<file path="config.mk">
export PLATFORM = sky130hd
export DESIGN_NAME = mips_sim_loader
export DESIGN_NICKNAME = d
export VERILOG_FILES = /design/src/rtl/mips_sim_pkg.sv /design/src/rtl/sat_cycle_counter.sv /design/src/rtl/mips_sim_loader.sv
export SDC_FILE = /design/constraint.sdc
export NUM_CORES = 1
export LEC_CHECK = 0
export ABC_AREA = 1
export CAP_MARGIN = 20
export CORE_ASPECT_RATIO = 1.1
export CORE_MARGIN = 2
export CORE_UTILIZATION = 25
export DETAILED_ROUTE_END_ITERATION = 8
export GPL_TIMING_DRIVEN = 0
export PLACE_DENSITY_LB_ADDON = 0.05
export SLEW_MARGIN = 20
export SYNTH_ARGS = -nofsm -noshare
export SYNTH_HDL_FRONTEND = slang
export SYNTH_HIERARCHICAL = 1
export SYNTH_SLANG_ARGS = --single-unit
</file>
<file path="constraint.sdc">
create_clock -name clk -period 3.8 [get_ports clk]
set_input_delay 0.57 -clock clk [delete_from_list [all_inputs] [get_ports clk]]
set_output_delay 0.57 -clock clk [all_outputs]
set_load 0.02 [all_outputs]
</file>
<file path="src/rtl/mips_sim_pkg.sv">
// Shared types for the MIPS simulation loader.
// Defines the supervisor state enum, stream region codes and the header word
// layout: [31:30] region, [29:16] base word address, [15:0] word count.
package mips_sim_pkg;

  typedef enum logic [2:0] {
    ST_HDR,
    ST_LOAD,
    ST_RUN,
    ST_DONE,
    ST_TIMEOUT
  } state_e;

  typedef enum logic [1:0] {
    REG_IM  = 2'd0,
    REG_DM  = 2'd1,
    REG_BAD = 2'd2,
    REG_GO  = 2'd3
  } region_e;

  localparam int REG_W  = 2;
  localparam int BASE_W = 14;
  localparam int LEN_W  = 16;

  // The load address never wraps, so it must hold base + count without overflow.
  localparam int LADDR_W = 17;

  typedef struct packed {
    region_e             region;  // [31:30]
    logic [BASE_W-1:0]   base;    // [29:16]
    logic [LEN_W-1:0]    count;   // [15:0]
  } hdr_t;

endpackage

</file>
<file path="src/rtl/sat_cycle_counter.sv">
// Saturating cycle counter with a terminal flag.
// Ports:
//   clk, rst  - clock, synchronous active-high reset
//   en_i      - count this cycle
//   clr_i     - synchronous clear (wins over en_i)
//   count_o   - registered count, sticks at all-ones
//   term_o    - count_o has reached LIMIT-1, i.e. the next enabled
//               cycle is the LIMIT-th one
module sat_cycle_counter #(
  parameter int W     = 32,
  parameter int LIMIT = 500
) (
  input  logic         clk,
  input  logic         rst,
  input  logic         en_i,
  input  logic         clr_i,
  output logic [W-1:0] count_o,
  output logic         term_o
);

  localparam logic [W-1:0] LAST = W'(LIMIT - 1);

  logic [W-1:0] count_q, count_d;

  always_comb begin
    count_d = count_q;
    if (clr_i)
      count_d = '0;
    else if (en_i && (count_q != '1))
      count_d = count_q + W'(1);
  end

  always_ff @(posedge clk) begin
    if (rst) count_q <= '0;
    else     count_q <= count_d;
  end

  assign count_o = count_q;
  assign term_o  = (count_q >= LAST);

endmodule

</file>
<file path="src/rtl/mips_sim_loader.sv">
// Program loader and run supervisor for the pipelined MIPS core.
// Holds the core in reset while a header/payload word stream fills IM and DM,
// then releases it on a GO header and counts run cycles until halt or budget.
// Ports:
//   clk, rst              - clock, synchronous active-high reset
//   in_valid/in_ready     - word stream handshake; in_data is header or payload
//   cpu_halt              - core halt level, only looked at while running
//   cpu_rst               - core/PC reset, low only while running
//   im_*/dm_*             - registered single-cycle memory write ports
//   cycle_count           - number of cycles run with cpu_rst low
//   done/timeout          - run ended by halt / by cycle budget
//   err                   - sticky: bad region code or out-of-range write
module mips_sim_loader
  import mips_sim_pkg::*;
#(
  parameter int IM_DEPTH   = 256,
  parameter int DM_DEPTH   = 256,
  parameter int MAX_CYCLES = 500,
  parameter int CNT_W      = 32,
  localparam int IM_AW     = (IM_DEPTH > 1) ? $clog2(IM_DEPTH) : 1,
  localparam int DM_AW     = (DM_DEPTH > 1) ? $clog2(DM_DEPTH) : 1
) (
  input  logic             clk,
  input  logic             rst,
  input  logic             in_valid,
  output logic             in_ready,
  input  logic [31:0]      in_data,
  input  logic             cpu_halt,
  output logic             cpu_rst,
  output logic             im_we,
  output logic             dm_we,
  output logic [IM_AW-1:0] im_addr,
  output logic [DM_AW-1:0] dm_addr,
  output logic [31:0]      im_wdata,
  output logic [31:0]      dm_wdata,
  output logic [CNT_W-1:0] cycle_count,
  output logic             done,
  output logic             timeout,
  output logic             err
);

  state_e               state_q, state_d;
  region_e              reg_q, reg_d;
  logic [LADDR_W-1:0]   addr_q, addr_d;
  logic [LEN_W-1:0]     rem_q, rem_d;

  logic                 im_we_q, im_we_d, dm_we_q, dm_we_d;
  logic [IM_AW-1:0]     im_addr_q, im_addr_d;
  logic [DM_AW-1:0]     dm_addr_q, dm_addr_d;
  logic [31:0]          im_wdata_q, im_wdata_d, dm_wdata_q, dm_wdata_d;
  logic                 cpu_rst_q, cpu_rst_d;
  logic                 done_q, done_d, timeout_q, timeout_d, err_q, err_d;

  logic                 xfer, run, term;
  logic                 im_in_range, dm_in_range;
  hdr_t                 hdr;

  assign in_ready    = (state_q == ST_HDR) || (state_q == ST_LOAD);
  assign xfer        = in_valid && in_ready;
  assign run         = (state_q == ST_RUN);
  assign hdr         = hdr_t'(in_data);
  assign im_in_range = (32'(addr_q) < 32'(IM_DEPTH));
  assign dm_in_range = (32'(addr_q) < 32'(DM_DEPTH));

  sat_cycle_counter #(
    .W     (CNT_W),
    .LIMIT (MAX_CYCLES)
  ) u_cnt (
    .clk     (clk),
    .rst     (rst),
    .en_i    (run),
    .clr_i   (1'b0),
    .count_o (cycle_count),
    .term_o  (term)
  );

  always_comb begin
    state_d    = state_q;
    reg_d      = reg_q;
    addr_d     = addr_q;
    rem_d      = rem_q;
    im_we_d    = 1'b0;
    dm_we_d    = 1'b0;
    im_addr_d  = im_addr_q;
    dm_addr_d  = dm_addr_q;
    im_wdata_d = im_wdata_q;
    dm_wdata_d = dm_wdata_q;
    cpu_rst_d  = cpu_rst_q;
    done_d     = done_q;
    timeout_d  = timeout_q;
    err_d      = err_q;

    case (state_q)
      ST_HDR: begin
        if (xfer) begin
          case (hdr.region)
            REG_IM, REG_DM: begin
              // A zero-length region is a no-op header.
              if (hdr.count != '0) begin
                reg_d   = hdr.region;
                addr_d  = LADDR_W'(hdr.base);
                rem_d   = hdr.count;
                state_d = ST_LOAD;
              end
            end
            REG_BAD: err_d = 1'b1;
            default: begin
              state_d   = ST_RUN;
              cpu_rst_d = 1'b0;
            end
          endcase
        end
      end

      ST_LOAD: begin
        if (xfer) begin
          // Out-of-range words are swallowed without a strobe.
          if (reg_q == REG_IM) begin
            if (im_in_range) begin
              im_we_d    = 1'b1;
              im_addr_d  = addr_q[IM_AW-1:0];
              im_wdata_d = in_data;
            end else begin
              err_d = 1'b1;
            end
          end else begin
            if (dm_in_range) begin
              dm_we_d    = 1'b1;
              dm_addr_d  = addr_q[DM_AW-1:0];
              dm_wdata_d = in_data;
            end else begin
              err_d = 1'b1;
            end
          end
          addr_d = addr_q + LADDR_W'(1);
          rem_d  = rem_q - LEN_W'(1);
          if (rem_q == LEN_W'(1)) state_d = ST_HDR;
        end
      end

      ST_RUN: begin
        // Halt wins over budget expiry in the same cycle.
        if (cpu_halt) begin
          state_d   = ST_DONE;
          done_d    = 1'b1;
          cpu_rst_d = 1'b1;
        end else if (term) begin
          state_d   = ST_TIMEOUT;
          timeout_d = 1'b1;
          cpu_rst_d = 1'b1;
        end
      end

      default: ; // DONE / TIMEOUT park until rst
    endcase
  end

  always_ff @(posedge clk) begin
    if (rst) begin
      state_q    <= ST_HDR;
      reg_q      <= REG_IM;
      addr_q     <= '0;
      rem_q      <= '0;
      im_we_q    <= 1'b0;
      dm_we_q    <= 1'b0;
      im_addr_q  <= '0;
      dm_addr_q  <= '0;
      im_wdata_q <= '0;
      dm_wdata_q <= '0;
      cpu_rst_q  <= 1'b1;
      done_q     <= 1'b0;
      timeout_q  <= 1'b0;
      err_q      <= 1'b0;
    end else begin
      state_q    <= state_d;
      reg_q      <= reg_d;
      addr_q     <= addr_d;
      rem_q      <= rem_d;
      im_we_q    <= im_we_d;
      dm_we_q    <= dm_we_d;
      im_addr_q  <= im_addr_d;
      dm_addr_q  <= dm_addr_d;
      im_wdata_q <= im_wdata_d;
      dm_wdata_q <= dm_wdata_d;
      cpu_rst_q  <= cpu_rst_d;
      done_q     <= done_d;
      timeout_q  <= timeout_d;
      err_q      <= err_d;
    end
  end

  assign im_we    = im_we_q;
  assign dm_we    = dm_we_q;
  assign im_addr  = im_addr_q;
  assign dm_addr  = dm_addr_q;
  assign im_wdata = im_wdata_q;
  assign dm_wdata = dm_wdata_q;
  assign cpu_rst  = cpu_rst_q;
  assign done     = done_q;
  assign timeout  = timeout_q;
  assign err      = err_q;

endmodule

</file>
* Word-level counts from Yosys, hierarchy flattened *
Cells that the tools add are included.

cells by class
  bitwise gates (word level) = 4
  reductions and logical operators = 23
  muxes and demuxes = 29
  equal/unequal tests = 17
  $add $sub $neg = 3
  order comparisons = 2

operator list
  kind                                                                 number
  two-way mux 17 bit                                                   4
  two-way mux 16 bit                                                   4
  case mux 17 bit (2 select lines)                                     1
  adder 32 x 1 -> 32 bit (second input constant)                       1
  greater-or-equal comparator 32 x 9 -> 1 bit (second input constant)  1
  inequality test 32 bit (second input constant)                       1
  case mux 16 bit (2 select lines)                                     1
  two-way mux 3 bit                                                    6
  adder 17 x 1 -> 17 bit (second input constant)                       1
  < comparator 17 x 9 -> 1 bit (second input constant)                 1
  == test 16 x 1 -> 1 bit (second input constant)                      1
  AND reduction 4 bit                                                  4
  nonzero test 16 bit                                                  1
  subtractor 16 x 1 -> 16 bit (second input constant)                  1
  inequality test 2 bit (second input constant)                        5
  AND reduction 5 bit                                                  2
  two-way mux 1 bit                                                    9
  case mux 3 bit (3 select lines)                                      1
  inequality test 2 x 1 -> 1 bit (second input constant)               4
  OR reduction 4 bit                                                   2
  AND reduction 7 bit                                                  1
  inequality test 3 bit (second input constant)                        2
  case mux 3 bit (2 select lines)                                      1
  logical NOT 2 bit                                                    2
  15 further kinds                                                     21

storage, ports and cells
  output and inout bits = 119
  flip-flop bits (word level) = 156

* Longest topological paths before layout *
  word-level depth = 5
  gate-level depth with buffers = 13
  mapped depth without buffers = 12

* Cells and area by module *
The synthesis kept the hierarchy.

modules (own cells, without submodules)
  module             times used  sequential area each (um2)  area each (um2)  cells an instance
  mips_sim_loader    1           2,482.4                     5,941.9          927
  sat_cycle_counter  1           640.6                       2,088.3          337

* Worst setup path before layout *
OpenSTA, ideal clock, no wires.

  path type = flip-flop to flip-flop
  start = register u_cnt.count_q[1], in the netlist u_cnt/count_o[1]
  end = register u_cnt.count_q[2], in the netlist u_cnt/count_o[2]
  setup time = 0.117 ns
  required time = 3.683 ns
  path slack = 2.143 ns
  data arrival time = 1.540 ns
  cell stages (with the launch flop) = 10
  cell sequence = dfxtp_1 > ha_1 > nand2_1 > nor2_1 > nand2_2 > nor2_1 > nand2_2 > buf_2 > a31oi_1 > nor2_1

on the way
  longest elaborated chain between the ends = 2
  elaborated cells on any way between the ends = 3
  classes of those cells = add/sub (1); eq/ne (1); reduce/logical (1)

ends and longest elaborated chain
  item                                                            RTL line                 RTL
  start: declaration                                              sat_cycle_counter.sv:23  logic [W-1:0] count_q, count_d;
  start signal: assignment                                        sat_cycle_counter.sv:35  else count_q <= count_d;
  branches (longest 2 deep; another with adder 32 x 1 -> 32 bit)  n/a

Several ways; the timed one is not identified.
A chain may end at the register's enable or synchronous reset.

==> impl_metrics.json <==
{
  "grt_pass1_wl_mm": 46.6,
  "intPower_w": 0.00360,
  "syn_area_um2": 8030,
  "total_leakage_power_nw": 4.32,
  "routed-via-count": 8265,
  "grt.total_usage": 0.181,
  "avgSynthCellArea_um2": 6.35,
  "cts_buffer_depth": 2,
  "swShare": 0.375,
  "synth_edf_count": 0,
  "htree_levels": 4,
  "yosys-mux-area-fraction": 0,
  "synth_compound_area_frac": 0.0957,
  "critPathRequiredTime_ps": 4120,
  "post_cts_resize_count": 0,
  "antennaDiodeCount": 0,
  "arrival_ps": 2870,
  "die_w_um": 175,
  "p_per_area_nw_per_um2": 537,
  "dp_hpwl_mm": 22.3,
  "synth_top_family_by_area": "simple AND/OR/NAND/NOR gates",
  "synthAdderAreaFrac": 0.00623,
  "syn2layout_area_growth_pct": 33.7,
  "ys_seq_area_frac": 0.389,
  "dr.pass1.iters": 7,
  "cts_tree": "done",
  "antenna_found_initial": 1,
  "synthXorXnorAreaFrac": 0.00654,
  "first_global_vias": 8201,
  "synth_warnings": 6,
  "synthArstFlopShare": 0,
  "post_drt_wl_per_cell_um": 15.8,
  "ir_worst_vdd_mv": 0.277,
  "synth_flop_cell": "dfxtp_1",
  "port_buffers": 154,
  "start_util": 0.255,
  "yosysTopAreaCell": "dfxtp_1",
  "numCtsBuffers": 17,
  "drt_iter0_drc": 496,
  "synth_common_cells": "nor2_1 (315), nand2_1 (313), dfxtp_1 (156)",
  "period_needed_ps": 2540,
  "yosysMostFrequentCell": "nor2_1",
  "drc": 0,
  "criticalPathCategory": "input port to flop",
  "cts_sinks": 156,
  "switchingPower_w": 0.00216,
  "cp_max_fo": 10,
  "grt.overflow.total": 0,
  "fin_skew_ps": 14.4,
  "hold_viol": 0,
  "finalCritPeriodShare": 0.669,
  "worst_slew_pin_slew_ps": 693,
  "fin_nets": 1477,
  "synth_area_leaders": "dfxtp_1 (39%), nor2_1 (15%), nand2_1 (15%), inv_1 (5.2%), o21ai_0 (4.9%)",
  "finalNonFillerCells": 1870,
  "ant_nets": 0,
  "drt_wl_total_mm": 29.6,
  "slew_headroom": 0.538,
  "synthSimpleGateAreaFrac": 0.409,
  "drt-vias-per-instance": 4.42,
  "postCtsSetupRepairBufs": 0,
  "postSynthCellCount": 1264,
  "cts_hold_buffers": 0,
  "synthesis.nets": 1304,
  "clkPwrFrac": 0.332,
  "maxCapViolCount": 0,
  "max_freq_mhz": 393,
  "clk_pin_slew_ps": 70,
  "finalMaxSlewViolations": 0,
  "grt_max_degree": 17,
  "fin_util": 0.341,
  "combPwrFrac": 0.322,
  "ys_types": 38,
  "rows": 68,
  "gp_congestion": 0.852,
  "die_height_um": 192,
  "drive_above_1_share": 0.0738,
  "grt_setup_unrepaired": "no",
  "status": "completed",
  "clk_latency_ps": 440,
  "synth_seq_cells": 156,
  "cts-root-buf": "clkbuf_16",
  "ios": 155,
  "yosysTopAreaCellShare": 0.389,
  "min_path_type": "flop to flop",
  "cp-start-kind": "input port",
  "core_area_um2": 31500,
  "fillCellCount": 3524,
  "dp_cells": 1838,
  "fin_tns_setup_ps": 0,
  "dieArea_um2": 33600,
  "setup_viol": 0,
  "p_seq_frac": 0.347,
  "end_kind": "flop"
}
==> worst paths after layout <==
path / to / cells after the start / startpoint / slack (ps)
setup / recovery: dm_wdata[9] / 7 / rst / 1260
hold / removal: reg_q[1] / 2 / reg_q[1] / 450
setup reg to reg: im_wdata[14] / 8 / state_q[0] / 1560
hold reg to reg: reg_q[1] / 2 / reg_q[1] / 450
==> cells in the final DEF (no fill, tap or decap), types with 6 or more instances in the layout <==
cell and instances:
a21oi_1 64, buf_2 15, buf_6 8, clkbuf_1 23
clkbuf_16 17, clkdlybuf4s50_1 154, dfxtp_1 156, inv_1 112
inv_2 7, nand2_1 313, nand2_2 6, nand3_1 71
nand3_2 6, nand4_1 16, nor2_1 315, nor3_1 9
o21ai_0 79, or2_2 10
==> kinds of logic (layout without fill, tap and decap cells) <==
kind of cell | count (synthesis) | after routing
simple gates | 774 | 774
other cells | 1 | 1
buf+inv | 172 | 358
compound gates | 151 | 151
fa+ha+maj | 4 | 4
flops | 156 | 156
xor+xnor | 6 | 6
==> power groups by stage <==
stage               combinational, W  sequential [W]  clock (W)
floorplan                    0.00112         0.00207          0
global placement             0.00187         0.00203          0
detailed placement           0.00187         0.00203          0
CTS                          0.00188         0.00200    0.00197
global route                 0.00211         0.00202    0.00202
finish                       0.00185         0.00200    0.00191
==> metrics by stage <==
step	hold slack, ps	power (W)	instance area, µm²	setup slack [ps]
6_report	446	0.00576	10700	1260
5_1_grt	450	0.00615	10700	1080
4_1_cts	444	0.00585	10700	1220
3_5_place_dp	431	0.00390	10100	760
3_3_place_gp	427	0.00391	10100	746
2_1_floorplan	419	0.00319	8030	2140
==> layer usage <==
metal | global-route usage | part of all wire | vias to the layer above
li1 | - | - | 4309
met1 | 0.230 | 0.47 | 3786
met2 | 0.317 | 0.48 | 153
met3 | 0.0291 | 0.036 | 17
met4 | 0.0484 | 0.014 | 0
met5 | 0 | 0 | -
==> state kept, by name (all words and copies together) (netlist names) <==
signal         count
addr_q            17
cpu_rst            1
dm_addr            8
dm_wdata          32
dm_we              1
done               1
err                1
im_addr            8
im_wdata          32
im_we              1
reg_q              2
rem_q             16
state_q            3
timeout            1
u_cnt/count_o     32
==> layout make-up <==
type                    count  area (µm²)  area share
multi-input cells         936        4160       0.387
flip-flops and latches    156        3120       0.291
inverters                 120         450      0.0419
clock buffers              20         457      0.0425
clock inverters            12         185      0.0172
well taps                 420         526      0.0489
repair buffers            154        1540       0.144
plain buffers              52         298      0.0277
==> worst max-delay path, stage by stage <==
cell and delay (ps):
clkdlybuf4s50_1 500, clkbuf_1 410, clkinv_1 420, clkbuf_1 410, clkbuf_1 360, nand2_1 140, nor2_1 50
Power figures use the tool's default switching activity.
